**src/rtl/mult_pkg.sv**
```systemverilog
// Shared definitions for the sequential shift-and-add multiplier:
// FSM state encoding, default operand width and count-width helper.
package mult_pkg;

  typedef enum logic [1:0] {
    IDLE = 2'b00,
    RUN  = 2'b01,
    DONE = 2'b10
  } state_t;

  localparam int N_DEFAULT = 8;

  // Counter holds 0..N-1, so $clog2(N) bits suffice for every legal N >= 2.
  function automatic int count_width(input int n);
    return (n < 2) ? 1 : $clog2(n);
  endfunction

endpackage

```
**src/rtl/adder_Nbit.sv**
```systemverilog
// Combinational N-bit ripple-carry adder built from single-bit full adders.
// The multiplier uses it for one partial-product add per clock.
module Full_adder (
  input  logic a,
  input  logic b,
  input  logic cin,
  output logic s,
  output logic cout
);
  assign s    = a ^ b ^ cin;
  assign cout = (a & b) | (cin & (a ^ b));
endmodule

module adder_Nbit #(
  parameter int N = 8
) (
  input  logic [N-1:0] a,
  input  logic [N-1:0] b,
  input  logic         carry_in,
  output logic [N-1:0] sum,
  output logic         carry_out
);
  logic [N:0] c;

  assign c[0]      = carry_in;
  assign carry_out = c[N];

  for (genvar i = 0; i < N; i++) begin : g_bit
    Full_adder u_fa (
      .a   (a[i]),
      .b   (b[i]),
      .cin (c[i]),
      .s   (sum[i]),
      .cout(c[i+1])
    );
  end
endmodule

```
**src/rtl/seq_multiplier_nbit.sv**
```systemverilog
// Sequential unsigned shift-and-add multiplier: N add/shift cycles per operation,
// registered 2N-bit product and a one-cycle done strobe.
module seq_multiplier_nbit
  import mult_pkg::*;
#(
  parameter int N = N_DEFAULT
) (
  input  logic           clk,
  input  logic           rst,
  input  logic           start,
  input  logic [N-1:0]   A,
  input  logic [N-1:0]   B,
  output logic           busy,
  output logic           done,
  output logic [2*N-1:0] product,
  output state_t         fsm_state
);
  localparam int CW = count_width(N);

  // Handshake: start is a request sampled only while busy=0 (IDLE or DONE);
  // there is no backpressure, done is a single-cycle strobe and product holds.
  state_t           state, next_state;
  logic [N-1:0]     acc, mq, mcand, sum;
  logic             carry_out;
  logic [CW-1:0]    count;
  logic             accept, last;
  logic [2*N-1:0]   shifted;

  adder_Nbit #(.N(N)) u_add (
    .a        (acc),
    .b        (mcand),
    .carry_in (1'b0),
    .sum      (sum),
    .carry_out(carry_out)
  );

  // The adder carry shifts into acc[N-1], so no product bit is ever dropped.
  assign shifted   = mq[0] ? {carry_out, sum, mq[N-1:1]} : {1'b0, acc, mq[N-1:1]};
  assign last      = (count == CW'(N - 1));
  assign fsm_state = state;

  always_ff @(posedge clk) begin
    if (rst) state <= IDLE;
    else     state <= next_state;
  end

  always_comb begin
    next_state = state;
    accept     = 1'b0;
    busy       = 1'b0;
    done       = 1'b0;
    case (state)
      IDLE: begin
        if (start) begin
          accept     = 1'b1;
          next_state = RUN;
        end
      end
      RUN: begin
        busy = 1'b1;
        if (last) next_state = DONE;
      end
      DONE: begin
        done = 1'b1;
        if (start) begin
          accept     = 1'b1;
          next_state = RUN;
        end else begin
          next_state = IDLE;
        end
      end
      default: next_state = IDLE;
    endcase
  end

  always_ff @(posedge clk) begin
    if (rst) begin
      acc     <= '0;
      mq      <= '0;
      mcand   <= '0;
      count   <= '0;
      product <= '0;
    end else if (accept) begin
      mcand <= A;
      mq    <= B;
      acc   <= '0;
      count <= '0;
    end else if (state == RUN) begin
      acc   <= shifted[2*N-1:N];
      mq    <= shifted[N-1:0];
      count <= count + CW'(1);
      if (last) product <= shifted;
    end
  end

endmodule
```
**config.mk**
```make
export PLATFORM = sky130hd
export DESIGN_NAME = seq_multiplier_nbit
export DESIGN_NICKNAME = d
export VERILOG_FILES = /design/src/rtl/mult_pkg.sv /design/src/rtl/adder_Nbit.sv /design/src/rtl/seq_multiplier_nbit.sv
export SDC_FILE = /design/constraint.sdc
export NUM_CORES = 1
export LEC_CHECK = 0
export ABC_AREA = 0
export CAP_MARGIN = 5
export CORE_MARGIN = 2
export CORE_UTILIZATION = 35
export DETAILED_ROUTE_END_ITERATION = 8
export PLACE_DENSITY = 0.55
export SETUP_SLACK_MARGIN = 0.02
export SLEW_MARGIN = 15
export SYNTH_ARGS = -nofsm -noshare
export SYNTH_HDL_FRONTEND = slang
export SYNTH_SLANG_ARGS = --single-unit
```
**constraint.sdc**
```tcl
create_clock -name clk -period 5.8 [get_ports clk]
set_clock_uncertainty 0.05 [all_clocks]
set_input_delay 0.58 -clock clk [delete_from_list [all_inputs] [get_ports clk]]
set_output_delay 0.58 -clock clk [all_outputs]
set_load 0.1 [all_outputs]
```
# Word-level counts from Yosys, hierarchy flattened
# Index checks and enable logic that the tools add are counted.
# classes
add_sub_neg	1
bitwise_logic	38
n_mux	11
reduce_logical	6
n_eq_ne	5
# ops
operator	count
16-bit 2-to-1 mux	1
8-bit 2-to-1 mux	2
1-bit bitwise AND	15
1-bit bitwise XOR	15
1-bit bitwise OR	7
2-bit one-hot mux with 3 select lines	1
1-bit 2-to-1 mux	5
2-bit 2-to-1 mux	2
2-bit != test, second input constant	2
2-bit OR reduction	2
3-bit by 1-bit adder with 3-bit output, second input constant	1
3-bit == test, second input constant	1
3-bit AND reduction	1
2-bit by 1-bit == test with 1-bit output, second input constant	1
2-bit == test, second input constant	1
2-bit logical NOT	1
2-bit AND reduction	1
2-bit nonzero test	1
1-bit NOT	1
# totals
inputBits	19
elab_cells	67
ff_bits	45

# Longest topological paths before layout
# Gate-level depths: netlist of run 1.
# depth
word_depth	18
depth_mapped	12

# Cells and area by module
# From an unflattened synthesis of run 1, not the netlist that was laid out.
# hier_totals
hier_cells	205
area_unflattened_um2	1954.4
# modules_own_cells
mod	n_inst	cells_per_inst	area_per_inst_um2
seq_multiplier_nbit	1	197	1794.2
Full_adder	8	1	20.0

# Worst setup path before layout of run 1
# Ideal clock, no wire load.
# synth_timing
path_type	register -> register
start	reg acc[0]
end	reg product[14]
synth_period_minus_slack_ps	3538
slack_ps	2262
t_arrival_ps	3353
path_buffers	0
stages_incl_launch_ff	13
setup_ps	136
cell_sequence	dfxtp_1 > ha_1 > fa_1 > fa_1 > fa_1 > fa_1 > inv_1 > fa_1 > inv_1 > fa_1 > fa_1 > mux2i_1 > a211oi_2
# synth_via
elab_chain_cells	15
# synth_lines
item	line	text
start, declared	seq_multiplier_nbit.sv:23	logic [N-1:0] acc, mq, mcand, sum;
start signal, assigned	seq_multiplier_nbit.sv:89	acc <= shifted[2*N-1:N];
1-bit bitwise AND (2 in series)	adder_Nbit.sv:11	assign cout = (a & b) | (cin & (a ^ b));
1-bit bitwise OR	adder_Nbit.sv:11	
1-bit bitwise AND	adder_Nbit.sv:11	
1-bit bitwise OR	adder_Nbit.sv:11	
1-bit bitwise AND	adder_Nbit.sv:11	
1-bit bitwise OR	adder_Nbit.sv:11	
1-bit bitwise AND	adder_Nbit.sv:11	
1-bit bitwise OR	adder_Nbit.sv:11	
1-bit bitwise AND	adder_Nbit.sv:11	
1-bit bitwise OR	adder_Nbit.sv:11	
1-bit bitwise AND	adder_Nbit.sv:11	
1-bit bitwise OR	adder_Nbit.sv:11	
1-bit bitwise XOR	adder_Nbit.sv:10	assign s = a ^ b ^ cin;
16-bit 2-to-1 mux	seq_multiplier_nbit.sv:38	assign shifted = mq[0] ? {carry_out, sum, mq[N-1:1]} : {1'b0, acc, mq[N-1:1]};
end signal, assigned	seq_multiplier_nbit.sv:92	if (last) product <= shifted;
end, declared	seq_multiplier_nbit.sv:15	output logic [2*N-1:0] product,
# Every way passes these cells.
# A chain may end at the register's enable or synchronous reset.

# Final worst setup path of run 1
# layout_timing
start	reg acc[0]
end	reg acc[6]
# layout_via
elab_chain_cells	15
# layout_lines
item	line
1-bit bitwise AND (2 in series)	adder_Nbit.sv:11
1-bit bitwise OR	adder_Nbit.sv:11
1-bit bitwise AND	adder_Nbit.sv:11
1-bit bitwise OR	adder_Nbit.sv:11
1-bit bitwise AND	adder_Nbit.sv:11
1-bit bitwise OR	adder_Nbit.sv:11
1-bit bitwise AND	adder_Nbit.sv:11
1-bit bitwise OR	adder_Nbit.sv:11
1-bit bitwise AND	adder_Nbit.sv:11
1-bit bitwise OR	adder_Nbit.sv:11
1-bit bitwise AND	adder_Nbit.sv:11
1-bit bitwise OR	adder_Nbit.sv:11
1-bit bitwise XOR	adder_Nbit.sv:10
16-bit 2-to-1 mux	seq_multiplier_nbit.sv:38
# Every way passes these cells.

==> flow_summary.json, run 1 <==
{
  "gp_congestion": 0.699,
  "synth_top_area_share_pct": 45.6,
  "p_switching_mw": 0.158,
  "syn_inst": 210,
  "routed_wl_microns": 4200,
  "antenna_found_initial": 0,
  "grt_util_all_layers_pct": 15.3,
  "ys_seq_area_share_pct": 45.6,
  "drc": 0,
  "grt-ovfl-total": 0,
  "path_class": "register to register",
  "hp-start": "product[5]",
  "std_cell_rows": 27,
  "dieArea_sq_um": 6270,
  "peakVddDrop_v": 0.000102,
  "grt_max_degree": 36,
  "cts_buffers": 5,
  "p_seq_share_pct": 52.3,
  "final_nets": 270,
  "slew_violations": 0,
  "avgRoutedWirePerCell_microns": 13.4,
  "synth_fp_nets": 239,
  "grt_pass1_wl_microns": 7290,
  "final.period_utilization_pct": 63.0,
  "worst_pin_slew_ps": 990,
  "arrival_ps": 3760,
  "power_density_nw_per_um2": 258,
  "clk_pin_slew_ps": 80,
  "hold_viol": 0,
  "internal_power_mw": 0.475,
  "clock-root-buffer": "clkbuf_8",
  "cp-start-kind": "register",
  "status": "finished, final reports clean",
  "synth_cell_types": 27,
  "post-cts-setup-buffer-count": 0,
  "fin_cells": 313,
  "rsz0062_at_grt": "false",
  "yosys_warnings": 0,
  "coreArea_sq_um": 5470,
  "ios": 39,
  "tns_ps": 0,
  "min_period_ps": 3650,
  "cap_violations": 0,
  "p_clk_share_pct": 36.0,
  "yosysTopAreaCell": "dfxtp_1",
  "h-tree-depth": 2,
  "critPathLaunch": "acc[0]",
  "crit_fanout": 3,
  "synth.area.top_cells": "dfxtp_1 (46%), nand2_1 (7.4%), a21oi_1 (7.3%)",
  "vias_per_cell": 4.81,
  "clock_latency_ps": 300,
  "port_buffers": 38,
  "fmax_ghz": 0.274,
  "clk_path_buf_depth": 2,
  "cts_tree": "yes",
  "die_w_microns": 79.2,
  "ctsResizeCount": 0,
  "ys_async_sr_fraction_pct": 0,
  "antenna_cells": 0,
  "antenna_left": 0,
  "setup_viol": 0,
  "critPathRequiredTime_ps": 5910,
  "first_global_vias": 1481,
  "hold_buffers": 0,
  "final_common_cell": "dfxtp_1",
  "hpwl_microns": 2830,
  "synth_edf_count": 0,
  "synth_flop_cell": "dfxtp_1",
  "dr_total_vias": 1505,
  "cellLeakagePower_nw": 0.854,
  "firstDrtPassIters": 4,
  "netSwitchingFraction_pct": 25.0,
  "start_util_pct": 36.1,
  "r2r-start": "acc[0]",
  "mostFrequentLayoutCells": "dfxtp_1 (45), nand2_1 (39), clkdlybuf4s50_1 (38)",
  "maxSlewHeadroom_pct": 33.8,
  "syn_to_final_growth_pct": 24.1,
  "die-height_microns": 79.2,
  "drtIter0Drc": 90,
  "synth_area_sq_um": 1980,
  "ys_ff_latch": 45,
  "critPathCaptureType": "register",
  "min-delay-path-class": "register to register",
  "clock-sinks": 45,
  "placed_cells": 306,
  "pwr-share-comb_pct": 11.7,
  "syn_avg_cell_area_sq_um": 9.41,
  "layout-drive-gt1-share_pct": 9.96
}
==> state kept, by name (all words and copies together), names as in the netlist <==
register and count:
mq 8, product 16, fsm_state 2, acc 8, mcand 8, count 3
==> routing by layer <==
metal  track usage, %  vias up  wire, microns
li1                 -      769              -
met1             20.0      705           1980
met2             23.7       24           1980
met3             4.20        7            160
met4             6.21        0             75
met5                0        -              0
==> layout make-up <==
cell class	instances	area (sq um)
clock buffers	5	68.8
clock inverters	2	35.0
fillers	578	3020
inverters	5	18.8
multi-input cells	144	945
flip-flops and latches	45	901
well taps	72	90.1
repair buffers	40	395
==> power groups by stage <==
stage               Sequential (mW)  Combinational [mW]  Clock (mW)
floorplan                     0.339              0.0533           0
global placement              0.339              0.0753           0
detailed placement            0.339              0.0750           0
CTS                           0.332              0.0752       0.236
global route                  0.334              0.0830       0.251
finish                        0.331              0.0740       0.228
==> synth_stat cells (4+ instances only) <==
cell type   n
a21oi_1    29
buf_6       5
fa_1        7
clkbuf_1    5
nor2_1     17
nand3_1    10
a211oi_2   10
mux2i_1     6
inv_1       4
dfxtp_1    45
a22oi_1     8
nand2_1    39
==> final timing paths <==
kind / cells past startpoint / to / slack [ps]
worst min-delay path: 2 / product[5] / 410
worst max register to register: 12 / acc[6] / 2150
worst min register to register: 2 / product[5] / 410
worst max-delay path: 12 / acc[6] / 2150
==> stage by stage <==
stage          hold slack (ps)  utilization (%)  worst slack, ps  power [mW]  cell area (sq um)
3_5_place_dp               396             42.9             2130       0.414               2350
5_1_grt                    435             44.8             1990       0.668               2450
6_report                   406             44.8             2150       0.633               2450
3_3_place_gp               395             42.9             2160       0.414               2350
4_1_cts                    408             44.8             2120       0.643               2450
2_1_floorplan              386                -             2260       0.392               1980
==> kinds of logic after synthesis <==
| family | share of synthesized area (%) |
|---|---|
| and+or+nand+nor | 16.1 |
| AOI/OAI and AO/OA | 18.6 |
| DFF | 45.6 |
| buffers and inverters | 6.64 |
| adders and majority gates | 8.99 |
| muxes | 3.61 |
| xor gates and xnor gates | 0.443 |
==> worst max-delay path, stage by stage, from the launching register on <==
cell	delay, ps
dfxtp_1	330
ha_1	210
fa_1	380
fa_1	390
fa_1	390
fa_1	360
inv_1	70
fa_1	150
inv_1	50
fa_1	370
fa_1	430
mux2i_1	250
a211oi_2	110
Note: power is estimated with default switching activity, not from simulation.
==> run 2: changes to the inputs <==
Clock period 5.8 ns to 3.75 ns, I/O delays scaled along.
==> flow_summary.json, run 2 (same netlist as run 1, synthesis figures left out) <==
{
  "cts_tree": "yes",
  "grt_util_all_layers_pct": 14.4,
  "h-tree-depth": 2,
  "critPathRequiredTime_ps": 3860,
  "power_density_nw_per_um2": 401,
  "avgRoutedWirePerCell_microns": 13.2,
  "drc": 0,
  "pre_cts_ws_ps": 57.5,
  "port_buffers": 38,
  "post-cts-setup-buffer-count": 0,
  "regMostFlops": "product",
  "fill_cells": 557,
  "dr_total_vias": 1493,
  "rr_worst_depth": 12,
  "mostFrequentLayoutCells": "dfxtp_1 (44), nand2_1 (39), clkdlybuf4s50_1 (37)",
  "clk_path_buf_depth": 2,
  "maxSlewHeadroom_pct": 34.0,
  "hpwl_microns": 2940,
  "final_common_cell": "dfxtp_1",
  "ios": 39,
  "cap_violations": 0,
  "design_area_sq_um": 2480,
  "seqCellArea_sq_um": 902,
  "grt-ovfl-total": 0,
  "ctsResizeCount": 0,
  "routed_wl_microns": 4170,
  "cellLeakagePower_nw": 0.855,
  "hold_depth": 2,
  "min-delay-path-class": "register to register",
  "dieArea_sq_um": 6270,
  "peakVddDrop_v": 0.000186,
  "clock-root-buffer": "clkbuf_8",
  "placed_cell_area_sq_um": 2350,
  "cts_buffers": 5,
  "cp-start-kind": "register",
  "crit_chain": "ha_1, fa_2, fa_2, fa_1, fa_1, inv_1, fa_1, inv_1, fa_2, fa_1, mux2i_2, a211oi_2",
  "arrival_ps": 3670,
  "cpPeakStageDelay_ps": 470,
  "antenna_cells": 0,
  "critPathCaptureType": "register",
  "worst_slack_ps": 188,
  "grt_max_degree": 27,
  "hold_viol": 0,
  "start_util_pct": 36.1,
  "antenna_left": 0,
  "antenna_found_initial": 0,
  "die_w_microns": 79.2,
  "first_global_vias": 1476,
  "fmax_ghz": 0.281,
  "grt_pass1_wl_microns": 7000,
  "std_cell_rows": 27,
  "clock_latency_ps": 300,
  "coreArea_sq_um": 5470,
  "multi_input_area_sq_um": 956,
  "worst_pin_slew_ps": 987,
  "clk_pin_slew_ps": 90,
  "tns_ps": 0,
  "layout-drive-gt1-share_pct": 12.8,
  "placed_cells": 307,
  "clock-sinks": 45,
  "setup_viol": 0,
  "rrSetupSlack_ps": 190,
  "final.period_utilization_pct": 95.0,
  "fin_cells": 315,
  "final_nets": 271,
  "largest_reg_flops": 16,
  "path_common_cell": "fa_1",
  "p_total_mw": 0.994,
  "crit_slowest_cell": "fa_1",
  "gp_congestion": 0.713,
  "crit_fanout": 3,
  "hold_buffers": 0,
  "die-height_microns": 79.2,
  "slew_violations": 0,
  "path_class": "register to register",
  "drtIter0Drc": 90,
  "min_period_ps": 3560,
  "status": "finished, final reports clean",
  "syn_to_final_growth_pct": 25.4,
  "vias_per_cell": 4.74,
  "rsz0062_at_grt": "false",
  "firstDrtPassIters": 4
}
[run 2: changes by cell type in the layout (fill, tap and decap cells not counted), sizes merged]
cell	change
buf	+2
clkbuf	+1
clkdlybuf4s50	-1
[run 2: cell type report]
| cell class | count | share of cell area, % |
|---|---|---|
| repair buffers | 41 | 16.2 |
| well taps | 72 | 3.63 |
| clock buffers | 6 | 2.93 |
| clock inverters | 2 | 1.56 |
| inverters | 5 | 0.757 |
| flip-flops and latches | 45 | 36.4 |
| multi-input cells | 144 | 38.6 |
[run 2: metal layers]
metal / wire, microns / vias to the layer above / track usage [%]
li1: - / 777 / -
met1: 2030 / 685 / 18.5
met2: 1890 / 23 / 23.1
met3: 149 / 8 / 3.98
met4: 91 / 0 / 5.69
met5: 0 / - / 0
[run 2: path summary, 6_finish.rpt]
check / from / endpoint
setup reg to reg: acc[0] / acc[6]
hold reg to reg: product[6] / product[6]
setup / recovery: acc[0] / acc[6]
hold / removal: product[6] / product[6]
[run 2: per-stage QoR]
step	utilization, %	hold WS (ps)
after detailed placement	43.0	396
after global routing	45.3	436
after global placement	43.0	395
final	45.3	407
after floorplan	-	386
after CTS	45.1	409
[run 2: worst max-delay path, delay by kind of cell, from the launching register on]
family | cells | cell delay (ps)
DFF | 1 | 330
adders and majority gates | 8 | 2600
AOI/OAI and AO/OA | 1 | 100
buffers and inverters | 2 | 120
muxes | 1 | 230
[run 2: where the power goes]
group | switching (mW) | internal [mW]
combinational | 0.0683 | 0.0479
sequential | 0.0179 | 0.495
clock | 0.165 | 0.200
total | 0.251 | 0.743
==> run 3: changes to the inputs <==
Settings changed: CORE_UTILIZATION 35 to 51, PLACE_DENSITY 0.55 to 0.76.
==> flow_summary.json, run 3 (same netlist as run 1, synthesis figures left out) <==
{
  "start_util_pct": 53.6,
  "avgRoutedWirePerCell_microns": 13.2,
  "power_density_nw_per_um2": 393,
  "mostFrequentLayoutCells": "dfxtp_1 (44), nand2_1 (39), clkdlybuf4s50_1 (37)",
  "dieArea_sq_um": 4390,
  "die-height_microns": 66.3,
  "regMostFlops": "product",
  "worst_slack_ps": 187,
  "largest_reg_flops": 16,
  "hold_viol": 0,
  "clock_latency_ps": 300,
  "status": "finished, final reports clean",
  "maxSlewHeadroom_pct": 35.4,
  "grt_max_degree": 27,
  "final_common_cell": "dfxtp_1",
  "clk_path_buf_depth": 2,
  "syn_to_final_growth_pct": 22.8,
  "antenna_left": 0,
  "fin_cells": 290,
  "p_switching_mw": 0.245,
  "cp-start-kind": "register",
  "fmax_ghz": 0.281,
  "critPathRequiredTime_ps": 3870,
  "dr_total_vias": 1509,
  "peakVddDrop_v": 0.000268,
  "grt_util_all_layers_pct": 19.9,
  "die_w_microns": 66.3,
  "critPathCaptureType": "register",
  "grt-ovfl-total": 0,
  "met2_usage_pct": 31.6,
  "netSwitchingFraction_pct": 25.7,
  "h-tree-depth": 2,
  "post-cts-setup-buffer-count": 0,
  "pwr-share-comb_pct": 12.1,
  "cap_violations": 0,
  "antenna_cells": 0,
  "final.period_utilization_pct": 95.0,
  "cts_buffers": 5,
  "top_usage_layer": "met2",
  "clock-sinks": 45,
  "internal_power_mw": 0.708,
  "cts_tree": "yes",
  "routed_wl_microns": 3830,
  "path_class": "register to register",
  "tns_ps": 0,
  "fill_cells": 319,
  "min_period_ps": 3560,
  "p_seq_share_pct": 53.7,
  "slew_violations": 0,
  "p_clk_share_pct": 34.2,
  "layout-drive-gt1-share_pct": 12.4,
  "ios": 39,
  "worst_pin_slew_ps": 966,
  "drc": 0,
  "setup_viol": 0,
  "coreArea_sq_um": 3690,
  "std_cell_rows": 22,
  "hpwl_microns": 2550,
  "pre_cts_ws_ps": 47.6,
  "first_global_vias": 1485,
  "port_buffers": 38,
  "rsz0062_at_grt": "false",
  "gp_congestion": 0.728,
  "vias_per_cell": 5.20,
  "arrival_ps": 3690,
  "min-delay-path-class": "register to register",
  "placed_cells": 282,
  "crit_fanout": 3,
  "grtUsageMet1_pct": 25.8,
  "hold_buffers": 0,
  "final_nets": 270,
  "drtIter0Drc": 99,
  "clock-root-buffer": "clkbuf_8",
  "firstDrtPassIters": 4,
  "clk_pin_slew_ps": 80,
  "cellLeakagePower_nw": 0.851,
  "met3_usage_pct": 6.30,
  "grt_pass1_wl_microns": 6620,
  "antenna_found_initial": 0
}
[run 3: cell types whose count changed in the layout (fill, tap and decap cells not counted)]
cell / previous run / this run
clkbuf_1: 1 / 0
clkinv_2: 0 / 1
clkbuf_8: 5 / 7
bufinv_16: 1 / 0
buf_4: 4 / 3
fa_1: 4 / 5
clkinv_4: 1 / 0
fa_2: 3 / 2
[run 3: worst max-delay path: stages (launching register included)]
cell and delay (ps):
dfxtp_2 330, ha_1 200, fa_2 340, fa_2 340, fa_1 380, fa_1 360, inv_1 70, fa_1 160
inv_1 50, fa_1 370, fa_1 450, mux2i_2 230, a211oi_2 100
[run 3: worst paths after layout]
kind | cells after the start | to | slack, ps | startpoint
hold / removal | 2 | product[5] | 410 | product[5]
setup reg to reg | 12 | acc[6] | 190 | acc[0]
setup / recovery | 12 | acc[6] | 190 | acc[0]
hold reg to reg | 2 | product[5] | 410 | product[5]
[run 3: layer usage]
metal / routed length, microns / vias up
met3: 250 / 5
met5: 0 / -
met1: 1780 / 694
met2: 1760 / 40
met4: 50 / 0
li1: - / 770
[run 3: repair_timing]
item	4_1_cts	5_1_grt
endpoints found under the setup margin	0	2
hold endpoints to repair	0	0
resized for setup	0	4
[run 3: final cells by class]
| class | count | area (sq um) | share of cell area, % |
|---|---|---|---|
| clock buffers | 7 | 96.3 | 3.97 |
| clock inverters | 1 | 5.00 | 0.206 |
| inverters | 5 | 18.8 | 0.773 |
| multi-input cells | 144 | 953 | 39.3 |
| flip-flops and latches | 45 | 902 | 37.1 |
| well taps | 48 | 60.1 | 2.47 |
| repair buffers | 40 | 393 | 16.2 |
[run 3: metrics by stage]
step,instance area (sq um),util (%),power (mW),hold WS [ps]
CTS,2420,65.6,0.959,409
global route,2430,65.8,0.995,422
floorplan,1980,-,0.607,386
global placement,2320,62.8,0.636,394
finish,2430,65.8,0.954,405
detailed placement,2320,62.8,0.638,398
[run 3: power by group through the flow]
stage / registers (mW) / logic, mW / clock network, mW
after floorplan: 0.524 / 0.0824 / 0
after global placement: 0.523 / 0.113 / 0
after detailed placement: 0.523 / 0.115 / 0
after CTS: 0.512 / 0.115 / 0.332
after global routing: 0.516 / 0.128 / 0.351
final: 0.513 / 0.115 / 0.326
